$ cat src/rtl/muldiv_sequencer.sv
// Iterative RV32M multiply/divide unit. Radix-2 shift-add multiply and restoring
// divide share one adder and one 2*XLEN shift register. Sign fix-up happens in a final FIX cycle.
module muldiv_sequencer #(
    parameter int XLEN  = 32,
    parameter int CNT_W = 6
) (
    input  logic            clk,
    input  logic            rst_n,
    input  logic            start,
    input  logic            flush,
    input  logic [2:0]      funct3,
    input  logic [XLEN-1:0] op_a,
    input  logic [XLEN-1:0] op_b,
    output logic            busy,
    output logic            done,
    output logic [XLEN-1:0] result
);

    typedef enum logic [1:0] {
        IDLE = 2'd0,
        CALC = 2'd1,
        FIX  = 2'd2,
        DONE = 2'd3
    } state_e;

    localparam logic [CNT_W-1:0] CNT_LAST = CNT_W'(XLEN - 1);
    localparam logic [XLEN-1:0]  MIN_NEG  = {1'b1, {(XLEN-1){1'b0}}};

    state_e            state_q, state_d;
    logic [CNT_W-1:0]  cnt_q, cnt_d;
    logic [2:0]        funct3_q, funct3_d;
    logic              sa_q, sa_d;
    logic              sb_q, sb_d;
    logic [XLEN-1:0]   opnd_q, opnd_d;
    logic [2*XLEN-1:0] acc_q, acc_d;
    logic [XLEN-1:0]   result_q, result_d;

    // Request decode, evaluated on the raw inputs for the accept cycle.
    logic            in_div, in_sa, in_sb, sign_a, sign_b, in_div_zero, in_div_ovf;
    logic [XLEN-1:0] abs_a, abs_b;

    always_comb begin
        in_div      = funct3[2];
        in_sa       = in_div ? ~funct3[0] : (funct3[1:0] == 2'b01 || funct3[1:0] == 2'b10);
        in_sb       = in_div ? ~funct3[0] : (funct3[1:0] == 2'b01);
        sign_a      = in_sa & op_a[XLEN-1];
        sign_b      = in_sb & op_b[XLEN-1];
        abs_a       = sign_a ? -op_a : op_a;
        abs_b       = sign_b ? -op_b : op_b;
        in_div_zero = in_div && (op_b == '0);
        in_div_ovf  = in_div && !funct3[0] && (op_a == MIN_NEG) && (op_b == '1);
    end

    // Shared datapath: acc holds {product hi, multiplier} or {remainder, quotient}.
    logic [XLEN-1:0]   acc_hi, acc_lo;
    logic [XLEN:0]     add_a, add_b;
    logic              add_ci;
    logic [XLEN+1:0]   add_sum;
    logic [2*XLEN-1:0] calc_next;

    assign acc_hi = acc_q[2*XLEN-1:XLEN];
    assign acc_lo = acc_q[XLEN-1:0];

    always_comb begin
        if (funct3_q[2]) begin
            // Trial subtract of the divisor from the left-shifted remainder.
            add_a  = {acc_hi, acc_lo[XLEN-1]};
            add_b  = ~{1'b0, opnd_q};
            add_ci = 1'b1;
        end else begin
            add_a  = {1'b0, acc_hi};
            add_b  = {1'b0, opnd_q};
            add_ci = 1'b0;
        end
        add_sum = {1'b0, add_a} + {1'b0, add_b} + {{(XLEN+1){1'b0}}, add_ci};

        if (funct3_q[2]) begin
            if (add_sum[XLEN+1])
                calc_next = {add_sum[XLEN-1:0], acc_lo[XLEN-2:0], 1'b1};
            else
                calc_next = {acc_q[2*XLEN-2:0], 1'b0};
        end else begin
            if (acc_lo[0])
                calc_next = {add_sum[XLEN:0], acc_lo[XLEN-1:1]};
            else
                calc_next = {1'b0, acc_q[2*XLEN-1:1]};
        end
    end

    // Sign correction and result select for the FIX cycle.
    logic [2*XLEN-1:0] prod_fix;
    logic [XLEN-1:0]   quot_fix, rem_fix, fix_result;

    always_comb begin
        prod_fix = (sa_q ^ sb_q) ? -acc_q : acc_q;
        quot_fix = (sa_q ^ sb_q) ? -acc_lo : acc_lo;
        rem_fix  = sa_q ? -acc_hi : acc_hi;
        case (funct3_q)
            3'b000:                 fix_result = prod_fix[XLEN-1:0];
            3'b001, 3'b010, 3'b011: fix_result = prod_fix[2*XLEN-1:XLEN];
            3'b100, 3'b101:         fix_result = quot_fix;
            default:                fix_result = rem_fix;
        endcase
    end

    always_comb begin
        // NOTE: every _d gets its hold value first so no path through the case infers a latch.
        state_d  = state_q;
        cnt_d    = cnt_q;
        funct3_d = funct3_q;
        sa_d     = sa_q;
        sb_d     = sb_q;
        opnd_d   = opnd_q;
        acc_d    = acc_q;
        result_d = result_q;

        case (state_q)
            IDLE: begin
                if (start && !flush) begin
                    funct3_d = funct3;
                    sa_d     = sign_a;
                    sb_d     = sign_b;
                    cnt_d    = '0;
                    if (in_div) begin
                        opnd_d = abs_b;
                        acc_d  = {{XLEN{1'b0}}, abs_a};
                    end else begin
                        opnd_d = abs_a;
                        acc_d  = {{XLEN{1'b0}}, abs_b};
                    end
                    if (in_div_zero) begin
                        state_d  = DONE;
                        result_d = funct3[1] ? op_a : '1;
                    end else if (in_div_ovf) begin
                        state_d  = DONE;
                        result_d = funct3[1] ? '0 : MIN_NEG;
                    end else begin
                        state_d = CALC;
                    end
                end
            end
            CALC: begin
                acc_d = calc_next;
                cnt_d = cnt_q + CNT_W'(1);
                if (cnt_q == CNT_LAST)
                    state_d = FIX;
            end
            FIX: begin
                result_d = fix_result;
                state_d  = DONE;
            end
            default: state_d = IDLE;
        endcase

        // Abort keeps the previously delivered result visible to the core.
        if (flush && state_q != IDLE) begin
            state_d  = IDLE;
            result_d = result_q;
        end
    end

    always_ff @(posedge clk or negedge rst_n) begin
        // NOTE: datapath registers are reset too, so a reset mid-operation leaves no stale state behind.
        if (!rst_n) begin
            state_q  <= IDLE;
            cnt_q    <= '0;
            funct3_q <= '0;
            sa_q     <= 1'b0;
            sb_q     <= 1'b0;
            opnd_q   <= '0;
            acc_q    <= '0;
            result_q <= '0;
        end else begin
            // NOTE: non-blocking updates so every flop samples pre-edge values.
            state_q  <= state_d;
            cnt_q    <= cnt_d;
            funct3_q <= funct3_d;
            sa_q     <= sa_d;
            sb_q     <= sb_d;
            opnd_q   <= opnd_d;
            acc_q    <= acc_d;
            result_q <= result_d;
        end
    end

    assign busy   = (state_q != IDLE);
    assign done   = (state_q == DONE);
    assign result = result_q;

endmodule

$ cat config.mk
export PLATFORM = sky130hd
export DESIGN_NAME = muldiv_sequencer
export DESIGN_NICKNAME = d
export VERILOG_FILES = /design/src/rtl/muldiv_sequencer.sv
export SDC_FILE = /design/constraint.sdc
export NUM_CORES = 1
export LEC_CHECK = 0
export CORE_ASPECT_RATIO = 1.25
export CORE_MARGIN = 2
export CORE_UTILIZATION = 65
export CTS_BUF_LIST = sky130_fd_sc_hd__clkbuf_8 sky130_fd_sc_hd__clkbuf_16
export CTS_CLUSTER_DIAMETER = 50
export DETAILED_ROUTE_END_ITERATION = 10
export PLACE_DENSITY = 0.95
export SYNTH_ARGS = -nofsm -noshare
export SYNTH_HDL_FRONTEND = slang
export SYNTH_SLANG_ARGS = --single-unit
$ cat constraint.sdc
create_clock -name clk -period 11.45 [get_ports clk]
set_input_delay 1.7175 -clock clk [delete_from_list [all_inputs] [get_ports clk]]
set_output_delay 1.7175 -clock clk [all_outputs]
set_load 0.02 [all_outputs]
### Word level (Yosys, flattened, before mapping)

Cells that the tools add are included.

| cells by class | value |
|---|---|
| $add $sub $neg | 8 |
| equality and inequality tests | 17 |
| muxes and demuxes | 32 |
| bitwise operators | 6 |
| reduce and logical (&&, ||, !) cells | 21 |

Operators by type and width:

| operator | count |
|---|---|
| two-way mux 32 bit | 11 |
| two-way mux 64 bit | 5 |
| negation 32 bit | 4 |
| case mux 64 bit (2 select lines) | 1 |
| case mux 32 bit (3 select lines) | 1 |
| two-way mux 33 bit | 2 |
| equality test 32 bit, second input constant | 2 |
| negation 64 bit | 1 |
| case mux 32 bit (2 select lines) | 1 |
| adder 33 x 33 -> 34 bit | 1 |
| adder 34 x 1 -> 34 bit | 1 |
| inverter 32 -> 33 bit | 1 |
| zero test 32 bit | 1 |
| case mux 6 bit (2 select lines) | 1 |
| two-way mux 2 bit | 5 |
| inequality test 3 bit, second input constant | 3 |
| adder 6 x 1 -> 6 bit, second input constant | 1 |
| equality test 2 bit, second input constant | 3 |
| equality test 3 x 2 -> 1 bit, second input constant | 2 |
| equality test 3 bit, second input constant | 2 |
| equality test 6 x 5 -> 1 bit, second input constant | 1 |
| logical AND 1 bit | 6 |
| two-way mux 6 bit | 1 |
| case mux 2 bit (3 select lines) | 1 |
| other kinds (16) | 26 |

| storage, ports and cells | value |
|---|---|
| register bits after elaboration | 141 |
| input bits | 71 |
| output and inout port bits | 34 |
| logic and storage cells | 92 |

### Longest topological paths before layout

| logic depth | value |
|---|---|
| depth after elaboration | 9 |
| gate-level depth with buffers | 18 |
| depth with buffers taken out | 12 |

### Least setup slack after synthesis

No wires, ideal clock.

| timing path | value |
|---|---|
| kind | input to register |
| start | input op_b[9] |
| end | register acc_q[20] |
| setup time | 77 ps |
| arrival | 4205 ps |
| required time | 11373 ps |
| slack | 7168 ps |
| cell stages on the path | 10 |
| path buffers | 1 |
| cell sequence | or4_4 -> or4_4 -> buf_6 -> or4_4 -> o41ai_2 -> xnor2_1 -> nor2_1 -> a211oi_1 -> a21oi_1 -> a21oi_1 |

| between the ends | value |
|---|---|
| word-level cells in the longest chain between the ends | 5 |

Ends and longest elaborated chain:

| what | RTL line | RTL |
|---|---|---|
| start: declaration | 13 | `input logic [XLEN-1:0] op_b,` |
| negation 32 bit | 49 | `abs_b = sign_b ? -op_b : op_b;` |
| two-way mux 32 bit | 49 |  |
| two-way mux 32 bit | 124 | `if (in_div) begin` |
| two-way mux 64 bit | 119 | `if (start && !flush) begin` |
| case mux 64 bit (2 select lines) | 117 | `case (state_q)` |
| end signal: assignment | 171 | `acc_q <= '0;` |
| end signal: assignment | 181 | `acc_q <= acc_d;` |
| end: declaration | 35 | `logic [2*XLEN-1:0] acc_q, acc_d;` |

No other way between the ends. The select of a mux whose other input is x is not followed.
A chain may end at the register's enable or synchronous reset.

### Worst setup path in the final report

| timing path | value |
|---|---|
| start | register funct3_q[2] |
| end | register acc_q[58] |

| between the ends | value |
|---|---|
| word-level cells in the longest chain between the ends | 6 |
| elaborated cells on any way between the ends | 9 |
| those cells by class | 2 x add/sub; 7 x mux |

Ends and longest elaborated chain:

| what | RTL line | RTL |
|---|---|---|
| start: declaration | 31 | `logic [2:0] funct3_q, funct3_d;` |
| start signal: assignment | 177 | `funct3_q <= funct3_d;` |
| two-way mux 33 bit | 65 | `if (funct3_q[2]) begin` |
| adder 33 x 33 -> 34 bit | 75 | `add_sum = {1'b0, add_a} + {1'b0, add_b} + {{(XLEN+1){1'b0}}, add_ci};` |
| adder 34 x 1 -> 34 bit | 75 |  |
| two-way mux 64 bit, on equally long branches | 83, 78 |  |
| two-way mux 64 bit * | 77 | `if (funct3_q[2]) begin` |
| case mux 64 bit (2 select lines) * | 117 |  |

Mark *: on every way between the ends. The rest lies on a longest branch, timed or not.

==> results <==
- The flow ran to the end, and the final reports show no timing, DRC or antenna violations.
- The count of placed standard cells in the final layout, fillers left out is roughly 2200.
- For this configuration, the core starts out at a cell density of 0.6608.
- The die outline area is roughly 0.024 mm2.
- By startpoint and endpoint, the worst setup path is classified as reg2reg.
- The number of antenna violations at the first check in global routing is 0.
- The tightest slew margin relative to the limit is 0.2776.
- The share of the cycle needed by the critical path after routing is 0.4756.
- The maximum number of pins on one net before global-route repair is between 100 and 150.
- After the last flow step, the layout net total stands at between 2000 and 2500.
- The wire length of the first global-routing pass is approximately 86000 um.
- The analysis attributes to net switching a power of about 3.2 mW.
- The relative area change from synthesis to final layout is 9.788%.
- The number of failing hold endpoints at the final stage came to 0.
- Summing every instance area after synthesis gives ~0.015 mm2.
- The clock period could shrink to around 5.4 ns.
- The worst setup path is captured at a register.
- The via count of the first global-routing pass was ~15000.
- The clock insertion delay at the later pin of the skew report is ~0.46 ns.
- The capture point of the worst reg-to-reg path is acc_q[58].
- The initialized floorplan defines 61 standard-cell rows.
- The endpoint of the worst hold path is result[14].
- The total via count in the routed design is 16300.
- The total of hold buffers inserted after clock tree synthesis is 0.
- The worst slack on hold paths is around 0.48 ns.
- Across the VDD grid, the largest voltage drop is ~240 uV.
- The worst register-to-register path has a setup slack of between 6 and 7 ns.
- The number of top-level pins is about 110.
- For this run, the top clock speed supported by timing is 183.7 MHz.
- The gate count after technology mapping is slightly below 2000.
- Along the worst path, the maximum fanout reaches 81.
- The worst clock skew on the final layout is approximately 0.012 ns.
- The post-route setup TNS is 0 ns.
- The number of fill cells is around 1900.
- The HPWL after detailed placement is ~41000 um.
- The routed wirelength normalized by instance count is 25.08 um.
- Of the total power, registers draw 0.195.
- The final cell utilization of the core is 0.7255.
- CTS built an H-tree with a depth of 4.
- The synthesized design contains 0 enable-type register cells.
- The routed design has around 56000 um of wire.
- The count of antenna diodes in the layout is 0.
- Of the total power, the share spent switching nets is 0.5542.
- In the final layout, the multi-input gates occupy 0.01038 mm2.
- Measured along the y axis, the die boundary spans roughly 170 um.
- In this run, the number of DRC markers left after iteration 0 of detailed routing was 2498.
- In the synthesized netlist the dominant register cell turns out to be sky130_fd_sc_hd__dfrtp_1.
- The max-slew violation total from the final report is 0.
- The count of placed standard cells including taps is approximately 2200.
- After detailed placement, the total cell area comes to 0.01562 mm2.
- Leaving out fill and tap cells, the most frequent cell in the layout is sky130_fd_sc_hd__nand2_1.
- The global-route usage over all layers is 0.4622.
- The required time at the endpoint of the critical path is around 12 ns.
- Data arrives at the worst endpoint at approximately 5.8 ns.
- Clock tree synthesis inserted a total of 17 buffers.
- The origin of the worst min-delay path is result[14].
- After detailed routing, the number of vias per cell comes to about 7.2.
- Counting along the longest clock path gives a buffer depth of 2.
- The internal power component is ~2.6 mW.
- During synthesis, Yosys emitted a total of 0 warnings.
- The relative contribution of the clock network to total power is 0.095.
- The number of failing setup endpoints in the final timing report is 0.
- The synthesized netlist contains a little over 80 unique library cells.
- The logic depth of the worst register-to-register path is 13.
- The path category of the worst min-delay check is reg2reg.
- After synthesis, the share of flip-flops with an asynchronous set or reset is 1.000.
- The clock tree from TritonCTS is done.
- Summing all non-filler instances in the final layout gives an area of 0.01617 mm2.
- Across the whole layout, storage elements account for between 0.003 and 0.004 mm2.
- The top cell types in the final layout, fill and taps aside, are 218 x sky130_fd_sc_hd__nand2_1, 203 x sky130_fd_sc_hd__o21ai_0, 172 x sky130_fd_sc_hd__a21oi_1.
- The number of sinks handled by clock tree synthesis is roughly 140.
- The clock edge transition at the registers on the reported setup and hold paths is approximately 0.060 ns.
- The core region is 0.02229 mm2.
- The portion of total power attributed to combinational logic is 0.710.
- The startpoint identified for the worst register-to-register timing path is funct3_q[2].
- In this run the horizontal extent of the chip is 138.6 um.
- Port buffering added between 100 and 150 buffers.
- The tool flagged a number of max-cap violations equal to 0.
- The slew at the pin closest to its max-slew limit is between 1 and 1.5 ns.
- The routability congestion estimate is ~1.0.
- The fraction of final layout cells sized beyond drive strength 1 is 0.08037.
- The detail route stage leaves a number of antenna-violating nets equal to 0.
- The pre-antenna-repair detailed-routing pass consisted of 7 iterations.
- The DRC violations left is 0.
- The root buffer selected by CTS is sky130_fd_sc_hd__clkbuf_16.
- The cell depth of the worst min-delay path is 2.
- The power per cell area is around 350 mW/mm2.
- The register bit count reported by yosys is between 100 and 150.
- The sequential element share of the synthesized area is 0.2396.
- The critical path startpoint category is a register.
- The number of nets handed over by synthesis was roughly 2100.
- Setup repair after global routing left no endpoint under its margin.
- Global routing finished with a remaining overflow of 0.
- The average cell area after synthesis is around 7.4 um2.
- In this run the static leakage power is around 6.4 nW.
- After clock tree synthesis, the repair step resized 0 gates.
- Post-CTS timing repair inserted 0 buffers for setup.
## worst max path at each step
| stage | startpoint | endpoint | slack, ns | cells after the start |
|---|---|---|---|---|
| CTS | funct3_q[2] | acc_q[58] | 6.18 | 13 |
| finish | funct3_q[2] | acc_q[58] | 6.00 | 13 |
| global route | funct3_q[2] | acc_q[60] | 5.72 | 13 |
| global placement | op_b[25] | result[4] | 6.05 | 9 |
| floorplan | op_b[9] | acc_q[20] | 7.17 | 10 |
| detailed placement | op_b[25] | result[29] | 6.02 | 9 |
## layout make-up
type | instances | area share
inverter | 37 | 0.008590
clock inverter | 14 | 0.007661
multi-input combinational | 1629 | 0.6418
sequential | 141 | 0.2185
timing repair buffer | 128 | 0.07530
tap | 283 | 0.02190
clock buffer | 17 | 0.02631
## worst max-delay path: stages, from the launching register on
cell and delay [ns]:
sky130_fd_sc_hd__dfrtp_4 0.39, sky130_fd_sc_hd__buf_4 0.79, sky130_fd_sc_hd__buf_4 0.85, sky130_fd_sc_hd__mux2_2 0.43, sky130_fd_sc_hd__ha_1 0.44, sky130_fd_sc_hd__nand4_1 0.23, sky130_fd_sc_hd__or2_2 0.34, sky130_fd_sc_hd__nor4b_1 0.25
sky130_fd_sc_hd__o21ai_0 0.28, sky130_fd_sc_hd__nand2_1 0.21, sky130_fd_sc_hd__nor4_1 0.08, sky130_fd_sc_hd__a311oi_1 0.53, sky130_fd_sc_hd__a21oi_1 0.15, sky130_fd_sc_hd__o32ai_1 0.29
## Yosys cell counts (6+ instances only)
cell type / count / area [um2]
sky130_fd_sc_hd__inv_1: 35 / 131.4
sky130_fd_sc_hd__nand3b_1: 13 / 97.59
sky130_fd_sc_hd__a31oi_1: 15 / 93.84
sky130_fd_sc_hd__nor3_1: 53 / 265.3
sky130_fd_sc_hd__mux2_2: 68 / 765.7
sky130_fd_sc_hd__o31ai_1: 44 / 330.3
sky130_fd_sc_hd__xnor2_1: 79 / 691.9
sky130_fd_sc_hd__o221ai_1: 27 / 236.5
sky130_fd_sc_hd__nand2_1: 218 / 818.3
sky130_fd_sc_hd__or3_1: 23 / 143.9
sky130_fd_sc_hd__and3_1: 10 / 62.56
sky130_fd_sc_hd__nor2b_1: 14 / 87.58
sky130_fd_sc_hd__clkbuf_1: 147 / 551.8
sky130_fd_sc_hd__nor2_1: 171 / 641.9
sky130_fd_sc_hd__a21oi_1: 172 / 860.8
sky130_fd_sc_hd__nand4_1: 20 / 125.1
sky130_fd_sc_hd__o211ai_1: 16 / 120.1
sky130_fd_sc_hd__xor2_1: 109 / 954.7
sky130_fd_sc_hd__ha_1: 42 / 525.5
sky130_fd_sc_hd__a21o_1: 20 / 150.1
sky130_fd_sc_hd__and2_1: 12 / 75.07
sky130_fd_sc_hd__o21ai_0: 204 / 1021
sky130_fd_sc_hd__o22ai_1: 21 / 131.4
sky130_fd_sc_hd__a22oi_1: 10 / 75.07
sky130_fd_sc_hd__or4_1: 8 / 60.06
sky130_fd_sc_hd__a211oi_1: 46 / 345.3
sky130_fd_sc_hd__a21boi_0: 10 / 75.07
sky130_fd_sc_hd__nand2b_1: 10 / 62.56
sky130_fd_sc_hd__nor4_1: 23 / 143.9
sky130_fd_sc_hd__or4_4: 6 / 67.56
sky130_fd_sc_hd__dfrtp_1: 141 / 3528
sky130_fd_sc_hd__buf_1: 8 / 30.03
sky130_fd_sc_hd__o41ai_1: 15 / 131.4
sky130_fd_sc_hd__or2_2: 8 / 50.05
sky130_fd_sc_hd__nand3_1: 39 / 195.2
sky130_fd_sc_hd__mux2i_1: 15 / 150.1
sky130_fd_sc_hd__o21ai_1: 13 / 65.06
## power groups by stage
stage | sequential (mW) | clock (mW) | combinational (mW)
2_1_floorplan | 0.895 | 0 | 3.00
4_1_cts | 1.08 | 0.542 | 3.93
3_5_place_dp | 1.09 | 0 | 3.90
6_report | 1.12 | 0.544 | 4.07
3_3_place_gp | 1.08 | 0 | 3.82
5_1_grt | 1.13 | 0.558 | 4.38
## through the flow
stage / setup slack [ns] / power (mW)
2_1_floorplan: 7.168 / 3.890
3_3_place_gp: 6.051 / 4.894
3_5_place_dp: 6.019 / 4.992
4_1_cts: 6.179 / 5.558
5_1_grt: 5.719 / 6.072
6_report: 6.005 / 5.730
## flip-flops by register name, summed over array words and instances, names as in the netlist
register  count
state_q       2
sa_q          1
acc_q        64
opnd_q       32
funct3_q      3
result       32
sb_q          1
cnt_q         6
## logic make-up (layout without fill, tap and decap cells)
logic type,count (synthesis),in the layout,share of synthesized area
AO/OA/AOI/OAI,668,668,0.2808
XOR/XNOR,188,188,0.1118
AND/OR/NAND/NOR,646,646,0.2079
flip-flops,141,141,0.2396
multiplexers,84,84,0.06296
buffers and inverters,208,196,0.05990
adder cells (fa/ha/maj),43,43,0.03704
## layer usage
metal / routed length [um] / vias up / track usage / share of wire
li1: - / 7172 / - / -
met1: 20320 / 7574 / 0.5676 / 0.36
met2: 25190 / 1276 / 0.7387 / 0.45
met3: 6151 / 282 / 0.08751 / 0.11
met4: 4731 / 0 / 0.3237 / 0.084
met5: 0 / - / 0 / 0
Power figures use the tool's default switching activity.
